<file path="config.mk">
export PLATFORM = sky130hd
export DESIGN_NAME = bus_arbiter_rr_flat
export DESIGN_NICKNAME = d
export VERILOG_FILES = /design/src/rtl/bus_arbiter_rr_if.sv /design/src/rtl/bus_arbiter_rr.sv /design/src/flat_wrapper.sv
export SDC_FILE = /design/constraint.sdc
export NUM_CORES = 1
export LEC_CHECK = 0
export ABC_AREA = 1
export CORE_MARGIN = 8
export CORE_UTILIZATION = 56
export DETAILED_ROUTE_END_ITERATION = 16
export PLACE_DENSITY = 0.8
export SLEW_MARGIN = 20
export SYNTH_ARGS = -nofsm -noshare
export SYNTH_HDL_FRONTEND = slang
export SYNTH_SLANG_ARGS = --single-unit
</file>
<file path="constraint.sdc">
create_clock -name clk -period 2.3 [get_ports clk]
set_input_delay 0.46 -clock clk [delete_from_list [all_inputs] [get_ports clk]]
set_output_delay 0.46 -clock clk [all_outputs]
set_load 0.01 [all_outputs]
</file>
<file path="src/rtl/bus_arbiter_rr_if.sv">
// Request/grant bundle shared by the four bus masters and the round-robin arbiter.
// The master side drives requests, strobes and slave ready; the arbiter (slave side) drives grants and status.
interface bus_arbiter_rr_if;
  logic [3:0] mReq_;
  logic [3:0] mAs_;
  logic       sRdy_;
  logic [3:0] mGrnt_;
  logic [1:0] owner;
  logic       ownerValid;
  logic       busErr;
  logic [1:0] errMaster;

  modport master (
    output mReq_, mAs_, sRdy_,
    input  mGrnt_, owner, ownerValid, busErr, errMaster
  );

  modport slave (
    input  mReq_, mAs_, sRdy_,
    output mGrnt_, owner, ownerValid, busErr, errMaster
  );
endinterface

</file>
<file path="src/rtl/bus_arbiter_rr.sv">
// Four-master round-robin bus arbiter with a hung-transaction watchdog and optional hold-limit preemption.
// Grants are active low and registered; a timeout drops the grant and pulses busErr for one cycle.
module bus_arbiter_rr #(
  parameter int unsigned TIMEOUT  = 255,
  parameter int unsigned TO_W     = 8,
  parameter int unsigned MAX_HOLD = 0,
  parameter int unsigned HOLD_W   = 8
) (
  input logic             clk,
  input logic             reset_,
  bus_arbiter_rr_if.slave bus
);

  typedef enum logic [1:0] {
    IDLE,
    OWN,
    ERR
  } state_t;

  // Returns {found, index}: first requester strictly after last, wrapping around.
  function automatic logic [2:0] rr_pick(input logic [3:0] req, input logic [1:0] last);
    logic [2:0] res;
    logic [1:0] idx;
    res = 3'b000;
    for (int k = 1; k <= 4; k++) begin
      idx = last + 2'(k);
      if (!res[2] && req[idx]) begin
        res = {1'b1, idx};
      end
    end
    return res;
  endfunction

  state_t            state_q, state_d;
  logic [1:0]        last_q, last_d;
  logic [1:0]        owner_q, owner_d;
  logic              valid_q, valid_d;
  logic [3:0]        grnt_q, grnt_d;
  logic              bus_err_q, bus_err_d;
  logic [1:0]        err_master_q, err_master_d;
  logic [TO_W-1:0]   to_cnt_q, to_cnt_d;
  logic [HOLD_W-1:0] hold_cnt_q, hold_cnt_d;

  logic [3:0] req;
  logic [3:0] others;
  logic       owner_req;
  logic       owner_as;
  logic       stalled;
  logic       to_limit;
  logic       hold_sat;
  logic       hold_expired;
  logic [2:0] pick_any;
  logic [2:0] pick_oth;
  logic       take;
  logic [1:0] take_idx;

  always_comb begin
    req          = ~bus.mReq_;
    others       = req & ~(4'b0001 << owner_q);
    owner_req    = req[owner_q];
    owner_as     = ~bus.mAs_[owner_q];
    stalled      = owner_as & bus.sRdy_;
    to_limit     = (32'(to_cnt_q) == (TIMEOUT - 1));
    hold_sat     = &hold_cnt_q;
    hold_expired = (MAX_HOLD != 0) && (32'(hold_cnt_q) >= MAX_HOLD);
    pick_any     = rr_pick(req, last_q);
    pick_oth     = rr_pick(others, last_q);
  end

  always_comb begin
    state_d      = state_q;
    last_d       = last_q;
    owner_d      = owner_q;
    valid_d      = valid_q;
    grnt_d       = grnt_q;
    bus_err_d    = 1'b0;
    err_master_d = err_master_q;
    to_cnt_d     = to_cnt_q;
    hold_cnt_d   = hold_cnt_q;
    take         = 1'b0;
    take_idx     = 2'd0;

    case (state_q)
      IDLE: begin
        if (pick_any[2]) begin
          take     = 1'b1;
          take_idx = pick_any[1:0];
          state_d  = OWN;
        end
      end
      OWN: begin
        if (!owner_req) begin
          if (pick_oth[2]) begin
            take     = 1'b1;
            take_idx = pick_oth[1:0];
          end else begin
            state_d  = IDLE;
            grnt_d   = 4'b1111;
            valid_d  = 1'b0;
            to_cnt_d = '0;
          end
        end else if (stalled && to_limit) begin
          state_d      = ERR;
          grnt_d       = 4'b1111;
          valid_d      = 1'b0;
          bus_err_d    = 1'b1;
          err_master_d = owner_q;
          last_d       = owner_q;
          to_cnt_d     = '0;
        end else if (hold_expired && !owner_as && pick_oth[2]) begin
          // Preemption only between transactions, never with the strobe low.
          take     = 1'b1;
          take_idx = pick_oth[1:0];
        end else begin
          to_cnt_d   = stalled ? to_cnt_q + 1'b1 : '0;
          hold_cnt_d = hold_sat ? hold_cnt_q : hold_cnt_q + 1'b1;
        end
      end
      ERR: begin
        state_d = IDLE;
      end
      default: begin
        state_d = IDLE;
      end
    endcase

    if (take) begin
      grnt_d     = ~(4'b0001 << take_idx);
      owner_d    = take_idx;
      valid_d    = 1'b1;
      last_d     = take_idx;
      to_cnt_d   = '0;
      hold_cnt_d = '0;
    end
  end

  // Pointer resets to 3 so master 0 is first in line after reset.
  always_ff @(posedge clk or negedge reset_) begin
    if (!reset_) begin
      state_q      <= IDLE;
      last_q       <= 2'd3;
      owner_q      <= 2'd0;
      valid_q      <= 1'b0;
      grnt_q       <= 4'b1111;
      bus_err_q    <= 1'b0;
      err_master_q <= 2'd0;
      to_cnt_q     <= '0;
      hold_cnt_q   <= '0;
    end else begin
      state_q      <= state_d;
      last_q       <= last_d;
      owner_q      <= owner_d;
      valid_q      <= valid_d;
      grnt_q       <= grnt_d;
      bus_err_q    <= bus_err_d;
      err_master_q <= err_master_d;
      to_cnt_q     <= to_cnt_d;
      hold_cnt_q   <= hold_cnt_d;
    end
  end

  assign bus.mGrnt_     = grnt_q;
  assign bus.owner      = owner_q;
  assign bus.ownerValid = valid_q;
  assign bus.busErr     = bus_err_q;
  assign bus.errMaster  = err_master_q;

endmodule

</file>
<file path="src/flat_wrapper.sv">
// flat-port wrapper written by rule: the top's interface ports become plain ports
module bus_arbiter_rr_flat 
#(
  parameter int unsigned TIMEOUT  = 255,
  parameter int unsigned TO_W     = 8,
  parameter int unsigned MAX_HOLD = 0,
  parameter int unsigned HOLD_W   = 8
)
  (clk, reset_, bus_mReq_, bus_mAs_, bus_sRdy_, bus_mGrnt_, bus_owner, bus_ownerValid, bus_busErr, bus_errMaster);
  bus_arbiter_rr_if bus_i ();
  input logic clk;
  input logic reset_;
  input wire logic [$bits(bus_i.mReq_)-1:0] bus_mReq_;
  input wire logic [$bits(bus_i.mAs_)-1:0] bus_mAs_;
  input wire logic [$bits(bus_i.sRdy_)-1:0] bus_sRdy_;
  output wire logic [$bits(bus_i.mGrnt_)-1:0] bus_mGrnt_;
  output wire logic [$bits(bus_i.owner)-1:0] bus_owner;
  output wire logic [$bits(bus_i.ownerValid)-1:0] bus_ownerValid;
  output wire logic [$bits(bus_i.busErr)-1:0] bus_busErr;
  output wire logic [$bits(bus_i.errMaster)-1:0] bus_errMaster;
  assign bus_i.mReq_ = bus_mReq_;
  assign bus_i.mAs_ = bus_mAs_;
  assign bus_i.sRdy_ = bus_sRdy_;
  assign bus_mGrnt_ = bus_i.mGrnt_;
  assign bus_owner = bus_i.owner;
  assign bus_ownerValid = bus_i.ownerValid;
  assign bus_busErr = bus_i.busErr;
  assign bus_errMaster = bus_i.errMaster;
  bus_arbiter_rr #(.TIMEOUT(TIMEOUT), .TO_W(TO_W), .MAX_HOLD(MAX_HOLD), .HOLD_W(HOLD_W)) u_core (.clk(clk), .reset_(reset_), .bus(bus_i));
endmodule
</file>
### Word level (Yosys, flattened, before mapping)

Cells that the tools add are included.

| operators by class | value |
|---|---|
| $add $sub $neg | 4 |
| $lt $le $gt $ge | 5 |
| equality and inequality tests | 7 |
| shift operators | 2 |
| multiplexer cells | 64 |
| bitwise operators | 6 |
| reduce and logical (&&, ||, !) cells | 22 |

Operators with widths:

| operator | number |
|---|---|
| $mux 8 | 6 |
| $mux 3 | 8 |
| $mux 2 | 11 |
| $mux 1 | 21 |
| $bmux 1 s2 | 10 |
| $mux 4 | 5 |
| $lt 2x3->1 const B | 5 |
| $not 4->4 | 3 |
| $reduce_and 3->1 | 4 |
| $add 8x1->8 const B | 1 |
| $eq 8x8->1 const B | 1 |
| $pmux 2 s2 | 2 |
| $shl 1x2->4 const A | 2 |
| $logic_and 1x1->1 | 7 |
| $logic_not 1->1 | 6 |
| $ne 3x2->1 const B | 2 |
| $ne 3x3->1 const B | 2 |
| $reduce_bool 2->1 | 3 |
| $add 2x2->2 const B | 2 |
| $and 4x4->4 | 1 |
| $add 2x1->2 const B | 1 |
| $eq 2x1->1 const B | 1 |
| $logic_not 2->1 | 1 |
| $ne 2x1->1 const B | 1 |
| 4 further kinds | 4 |

| storage, ports and cells | value |
|---|---|
| flip-flop bits (word level) | 22 |
| output and inout bits | 10 |

### Depth between registers and ports, before layout

Gate-level depths: netlist of the first run.

| logic depth | value |
|---|---|
| depth in word-level cells | 21 |
| depth in mapped cells | 16 |

### Least setup slack after synthesis of the first run

No wires, ideal clock.

| path | value |
|---|---|
| path kind | register -> register |
| from | register u_core.last_q[0] |
| to | register u_core.grnt_q[1] (netlist: u_core.bus.mGrnt_[1]) |
| arrival | 1.669 ns |
| required time | 2.228 ns |
| setup slack | 0.559 ns |
| stages on the path, launching flop included | 16 |
| clock period less this slack | 1.741 ns |
| cells stage by stage | dfstp_2 > buf_6 > inv_6 > buf_8 > nand2_2 > nand2_2 > nand2_2 > nand2_2 > nor2_4 > nand2_2 > nand2_4 > nand2_8 > a21oi_4 > nand2_1 > nand2_1 > inv_1 |

| on the way | value |
|---|---|
| cells in the longest elaborated chain, start to end | 19 |
| elaborated cells on any way between the ends | 54 |
| classes of those cells | 3 x add/sub; 2 x eq/ne; 1 x shift; 33 x mux; 1 x bitwise; 14 x reduce/logical |

Ends and longest elaborated chain:

| item | line | RTL |
|---|---|---|
| start, declared | bus_arbiter_rr.sv:35 | `logic [1:0] last_q, last_d;` |
| start signal, assigned | bus_arbiter_rr.sv:151 | `last_q <= last_d;` |
| parallel branches: the longest is 19 deep, another holds $add 2x1->2 | - |  |
| end signal, assigned | bus_arbiter_rr.sv:154 | `grnt_q <= grnt_d;` |
| end, declared | bus_arbiter_rr.sv:38 | `logic [3:0] grnt_q, grnt_d;` |

Several ways; the timed one is not identified. The select of a mux whose other input is x is not followed.
A chain may end at the register's enable or synchronous reset.

### Worst setup path after layout of the first run

| path | value |
|---|---|
| from | register u_core.last_q[0] |
| to | register u_core.to_cnt_q[3] |

| on the way | value |
|---|---|
| cells in the longest elaborated chain, start to end | 18 |
| elaborated cells on any way between the ends | 47 |
| classes of those cells | 3 x add/sub; 1 x eq/ne; 29 x mux; 14 x reduce/logical |

Ends and longest elaborated chain:

| item | line | RTL |
|---|---|---|
| $add 2x1->2 | bus_arbiter_rr.sv:26 | `idx = last + 2'(k);` |
| $bmux 1 s2 | bus_arbiter_rr.sv:27 | `if (!res[2] && req[idx]) begin` |
| $mux 1 (not written as such) | bus_arbiter_rr.sv:27 |  |
| $mux 3 | bus_arbiter_rr.sv:27 |  |
| $logic_not 1->1 | bus_arbiter_rr.sv:27 |  |
| $logic_and 1x1->1 | bus_arbiter_rr.sv:27 |  |
| $mux 3 | bus_arbiter_rr.sv:27 |  |
| $logic_not 1->1 | bus_arbiter_rr.sv:27 |  |
| [... 2 more ...] | - |  |
| $logic_not 1->1 | bus_arbiter_rr.sv:27 |  |
| $logic_and 1x1->1 | bus_arbiter_rr.sv:27 |  |
| $mux 3 | bus_arbiter_rr.sv:27 |  |
| $mux 1 | bus_arbiter_rr.sv:93 | `if (pick_oth[2]) begin` |
| $mux 1 | bus_arbiter_rr.sv:92 | `if (!owner_req) begin` |
| $pmux 1 s2 | bus_arbiter_rr.sv:83 | `case (state_q)` |
| $ne 3x2->1 (no line) or $reduce_bool 2->1 (tied branches) | - |  |
| $reduce_and 2->1 (no line) | - |  |
| end signal, assigned | bus_arbiter_rr.sv:157 | `to_cnt_q <= to_cnt_d;` |
| end, declared | bus_arbiter_rr.sv:41 | `logic [TO_W-1:0] to_cnt_q, to_cnt_d;` |

Several ways; a longest one is shown, not always the timed one. The select of a mux whose other input is x is not followed.

==> impl_results.md, run 1 <==
* Max Cap Viol at 0
* Tightest Pin Transition at ~350 ps
* First-pass GRT wire length at 7.24 mm
* Multi-input logic area at roughly 0.0011 mm^2
* Largest net degree at the start of global routing at 23
* CTS tree: yes
* Post-Syn Area at between 0.0015 and 0.002 mm^2
* Yosys reg bits at 22
* Die ar. at ~0.0054 mm^2
* Hold/Removal Path Class: primary input to asynchronous set/reset pin
* Clk Latency, worst-skew pair at slightly above 300 ps
* # Post-CTS Setup Buffers at 0
* Final hold vios at 0
* Hold-fix buffers at CTS at 0
* CTS sink cnt at 22
* # fillers at 322
* Compound-Gate Fraction of Synth Area at about 4.7%
* Horiz. Die Dim at approximately 73 um
* Post-synth top area share at roughly 22%
* Min Tclk post-route at 2040 ps
* CP endpoint kind: register
* Resize count post-CTS at 0
* Via count at approximately 1.8k
* Synth Area in Simple Gates at 50.3%
* Highest Clock Rate at roughly 500 MHz
* Sequential area share after synthesis at 30.3%
* Util after Layout at approximately two thirds
* Worst-case clock buffer depth at 2
* Synthesized instance count at about 280
* Largest family of logic cells by synthesized area: simple AND/OR/NAND/NOR gates
* Clk_skew at between 10 and 15 ps
* Die Y at 73.4 um
* Xor/xnor share of the synthesized area at ~1.9%
* Critical path required time at roughly 2500 ps
* Clk pin slew, worst setup/hold paths at 140 ps
* # DRC at 0
* Antenna violations before repair at 0
* Commonest non-fill, non-tap cells in the layout: nand2_1, nand3_1, inv_1, clkdlybuf4s50_1, nor2_1
* P per Cell Area at around 1400 mW/mm^2
* Nets at 316
* Storage cell area at 558 um^2
* Worst VDD drop at 0.767 mV
* Number of routed nets with antenna violations at 0
* HPWL Detailed at 3.25 mm
* DRT iter0 DRCs at ~90
* Total Wirelength at 4.10 mm
* Vias in the first global route at ~1.6k
* Outcome: finished clean
* Post-route setup TNS at 0 ps
* GP Congestion at approximately 0.90
* Synth area leader: dfrtp_1
* Top cells by area, synth: dfrtp_1, nand2_1, nand3_1, dfstp_2, inv_1
* Clock buffer count from CTS at 3
* Non-filler cells in the finished layout at 348
* Adder-cell share of the synthesized area at between 1 and 1.5%
* Syn Area/Cell at between 6 and 7 um^2
* Syn nets at slightly below 300
* Total Routing Usage GR at between 10% and 20%
* Slew Viols, Final at 0
* Final setup fails at 0
* Pre-antenna DRT Iters at 4
* CP arrival at approximately 2200 ps
* Layout area overhead at 16.0%
* CP max FO at 14
* RSZ-0062 raised after global routing: no
* Core area at around 0.0033 mm^2
* Grt ovf at 0
* Port bufs at 20
* Startpoint Class: register
* Initial Util at a little under three fifths
* Post-synth cell types at 30
* Share of post-route cells with drive strength above 1 at between 10% and 20%
* Leak at 0.00116 uW
* Multiplexer share of the synthesized area at 0%
* Routed len/inst at 11.8 um
* Inst Count DP at roughly 340
* Slew HR at around three quarters
* Diode count at 0
* H-tree lvl count at 1
* Fin crit share at about nine tenths
* Num rows at 21
* IO Pins at 21
* Yosys warns at 0
* Crit Path Category: register to register
* Via/cell ratio at just over 5
* Commonest non-fill, non-tap cell in the layout: nand2_1
* Root Buffer: clkbuf_4
## sequential cells by signal, indices dropped and copies added (netlist names)
| name | cells |
|---|---|
| u_core.to_cnt_q | 8 |
| u_core.bus.busErr | 1 |
| u_core.bus.mGrnt_ | 4 |
| u_core.bus.ownerValid | 1 |
| u_core.bus.owner | 2 |
| u_core.state_q | 2 |
| u_core.last_q | 2 |
| u_core.bus.errMaster | 2 |
## worst paths after layout
path	start	to	slack, ps	cells past startpoint
max	u_core.last_q[0]	u_core.to_cnt_q[3]	260	11
min	reset_	u_core.bus.owner[1]	470	2
max reg2reg	u_core.last_q[0]	u_core.to_cnt_q[3]	260	11
min reg2reg	u_core.bus.ownerValid	u_core.bus.ownerValid	490	2
max in group asynchronous	reset_	u_core.bus.mGrnt_[3]	1540	2
min in group clk	u_core.bus.ownerValid	u_core.bus.ownerValid	490	2
## through the flow
stage | instance area, um^2 | worst slack [ps] | power [uW] | hold WS, ps
2_1_floorplan | 1840 | 559 | 2200 | 164
3_3_place_gp | 2090 | 130 | 2600 | 457
3_5_place_dp | 2090 | 81.8 | 2620 | 464
4_1_cts | 2140 | 317 | 2930 | 480
5_1_grt | 2140 | 108 | 3240 | 485
6_report | 2140 | 264 | 2930 | 474
## logic make-up after synthesis
family                   after synthesis
buffers and inverters                 45
AO/OA/AOI/OAI                         13
AND/OR/NAND/NOR                      192
flip-flops                            22
adder cells (fa/ha/maj)                2
XOR/XNOR                               4
## layer usage
layer / routed length, um / global-route usage, % / up-vias
met1: 2090 / 23.4 / 798
li1: - / - / 931
met2: 1780 / 25.5 / 45
met5: 0 / 0 / -
met4: 44 / 4.88 / 0
met3: 188 / 2.32 / 6
## layout make-up
cell class	instances	area share (%)
clock inverter	1	1.40
clock buffer	3	1.05
multi-input combinational	211	50.2
inverter	40	7.49
sequential	22	26.1
tap	46	2.69
timing repair buffer	25	11.1
## worst max-delay path, stage by stage, from the launching register on
cell	delay [ps]
dfstp_2	710
inv_6	110
nand2_1	70
nand2_1	130
nand2_2	110
nand2_2	80
nor2_4	130
nand2_2	70
nand2_4	120
nand3_2	190
nand3_1	140
o21ai_1	70
## synth_stat cells, drive strengths merged
cell,instances
nor2,25
nand4,8
ha,2
dfrtp,16
o211ai,1
dfstp,6
o31ai,1
a21oi,2
o21ai,9
buf,5
nor3b,1
nor4,2
nor3,1
nand3,42
inv,40
xor2,4
nand2,113
## power by group
| group | internal (uW) | switching [uW] | total [uW] |
|---|---|---|---|
| combinational | 687 | 1290 | 1980 |
| clock | 176 | 127 | 303 |
| sequential | 521 | 128 | 649 |
(Power assumes the default switching activity.)
==> run 2: changes to the inputs <==
--- a/config.mk
+++ b/config.mk
@@ -6,7 +6,8 @@
 export NUM_CORES = 1
 export LEC_CHECK = 0
 export ABC_AREA = 1
-export CORE_MARGIN = 8
+export CORE_ASPECT_RATIO = 1.4
+export CORE_MARGIN = 4
 export CORE_UTILIZATION = 56
 export DETAILED_ROUTE_END_ITERATION = 16
 export PLACE_DENSITY = 0.8
==> run 2 against run 1 <==
Compared with the run above:
- largest cell class unchanged
- sequential cell count stayed put
- global-route usage grew 4.8 points
- die area decreased by 20%
==> impl_results.md, run 2 (synthesis results as in run 1) <==
* Outcome: finished clean
* CP dominant cell by count: nand2_2
* Max reg flops at 8
* Reg2Reg Setup Slack at roughly 240 ps
* Slew HR at about three quarters
* First-pass GRT wire length at 7.63 mm
* # Post-CTS Setup Buffers at 0
* Pre-antenna DRT Iters at 4
* Largest Register: u_core.to_cnt_q
* Num rows at 24
* Core area at 0.00315 mm^2
* Reg2Reg Depth at 11
* Crit path max-delay cell type: dfstp_2
* Diode count at 0
* Share of post-route cells with drive strength above 1 at about 16%
* Antenna violations before repair at 0
* Critical R2R Capture: u_core.to_cnt_q[3]
* CTS tree: yes
* GP Congestion at 0.935
* Tightest Pin Transition at ~350 ps
* Slew Viols, Final at 0
* Final hold vios at 0
* Clk pin slew, worst setup/hold paths at ~70 ps
* CP endpoint kind: register
* Highest Clock Rate at between 400 and 500 MHz
* CP top delay family: simple AND/OR/NAND/NOR gates
* Die ar. at between 0.004 and 0.005 mm^2
* Max Cap Viol at 0
* Worst path max stage delay at about 750 ps
* WHS Endpoint: u_core.bus.errMaster[0]
* Post-route setup TNS at 0 ps
* PnR Total Power at between 2000 and 3000 uW
* HPWL Detailed at 3.29 mm
* RSZ-0062 raised after global routing: no
* Startpoint Class: register
* Root Buffer: clkbuf_8
* CP max FO at 17
* Routed len/inst at between 10 and 15 um
* Critical path buffer and inverter count at 1
* Hold Path Depth at 2
* Via count at ~1.8k
* Commonest non-fill, non-tap cells in the layout: nand2_1, nand3_1, inv_1, clkdlybuf4s50_1, nor2_1
* Total Routing Usage GR at 21.4%
* Hold slack at approximately 500 ps
* # DRC at 0
* DRT iter0 DRCs at 113
* Clk Latency, worst-skew pair at about 260 ps
* Vias in the first global route at around 1.8k
* H-tree lvl count at 1
* GRT met2 Usage at between 30% and 40%
* Critical path required time at ~2500 ps
* Final setup fails at 0
* Routing usage on met3 at 1.70%
* Global route hottest layer: met2
* Layout area overhead at 14.9%
* Worst VDD drop at 0.905 mV
* Grt ovf at 0
* Min Tclk post-route at 2060 ps
* Reg-to-Reg Start: u_core.last_q[0]
* Resize count post-CTS at 0
* Commonest non-fill, non-tap cell in the layout: nand2_1
* Initial Util at 58.5%
* Hold-fix buffers at CTS at 0
* Worst-case clock buffer depth at 2
* Port bufs at 20
* Nets at 314
* Die Y at between 70 and 80 um
* IO Pins at 21
* Horiz. Die Dim at 56.5 um
* Largest net degree at the start of global routing at 23
* CP arrival at around 2200 ps
* Launch point of the critical path: u_core.last_q[0]
* Leak at approximately 0.0011 uW
* P per Cell Area at 1360 mW/mm^2
* Number of routed nets with antenna violations at 0
* Crit Path Category: register to register
* Hold Crit Start: u_core.bus.errMaster[0]
* Hold/Removal Path Class: register to register
* Clk_skew at between 6 and 7 ps
* Fin crit share at approximately 90%
* Via/cell ratio at 5.27
* GR met1 Demand/Resource at around 25%
* Clock buffer count from CTS at 3
* Total Wirelength at 4.19 mm
* CP Cell Sequence: inv_6 -> nand2_1 -> nand2_1 -> nand2_2 -> nand2_2 -> nor2_4 -> nand2_2 -> nand2_4 -> nand3_2 -> nand3_1 -> o21ai_1
* CTS sink cnt at 22
-- run 2: worst max-delay path by stage --
| stage | cells past startpoint | endpoint | slack (ps) |
|---|---|---|---|
| final | 11 | u_core.to_cnt_q[3] | 240 |
| after detailed placement | 12 | u_core.to_cnt_q[1] | 60 |
| after global placement | 12 | u_core.to_cnt_q[3] | 90 |
| after global routing | 13 | u_core.bus.mGrnt_[3] | 30 |
| after CTS | 11 | u_core.to_cnt_q[3] | 240 |
| after floorplan | 15 | u_core.bus.mGrnt_[1] | 560 |
-- run 2: report_power, final --
part           switching [uW]  internal [uW]
Sequential                158            522
Combinational            1260            666
Clock                     122            152
Total                    1540           1340
-- run 2: worst min-delay path: stages, from the launching register on --
cell and delay, ps:
dfrtp_1 350, nand2_1 50, o21ai_0 60
-- run 2: cell type report --
type / count / area [um^2]
timing repair buffer: 23 / 223
inverter: 40 / 160
multi-input combinational: 211 / 1070
tap: 39 / 48.8
fill: 287 / 1030
sequential: 22 / 558
clock buffer: 4 / 55.1
-- run 2: metrics by stage --
stage	instances	utilization [%]	area (um^2)	setup WS [ps]
3_3_place_gp	335	65.4	2060	86.3
3_5_place_dp	335	65.4	2060	59.3
6_report	339	67.2	2120	236
5_1_grt	339	67.2	2120	28.7
4_1_cts	339	67.2	2120	240
2_1_floorplan	278	-	1840	559
-- run 2: metal layers --
| metal | up-vias | wire length (um) | share of wire, % |
|---|---|---|---|
| met4 | 0 | 76 | 1.8 |
| met2 | 36 | 2320 | 55 |
| met1 | 816 | 1700 | 40 |
| li1 | 927 | - | - |
| met3 | 8 | 100 | 2.4 |
| met5 | - | 0 | 0 |
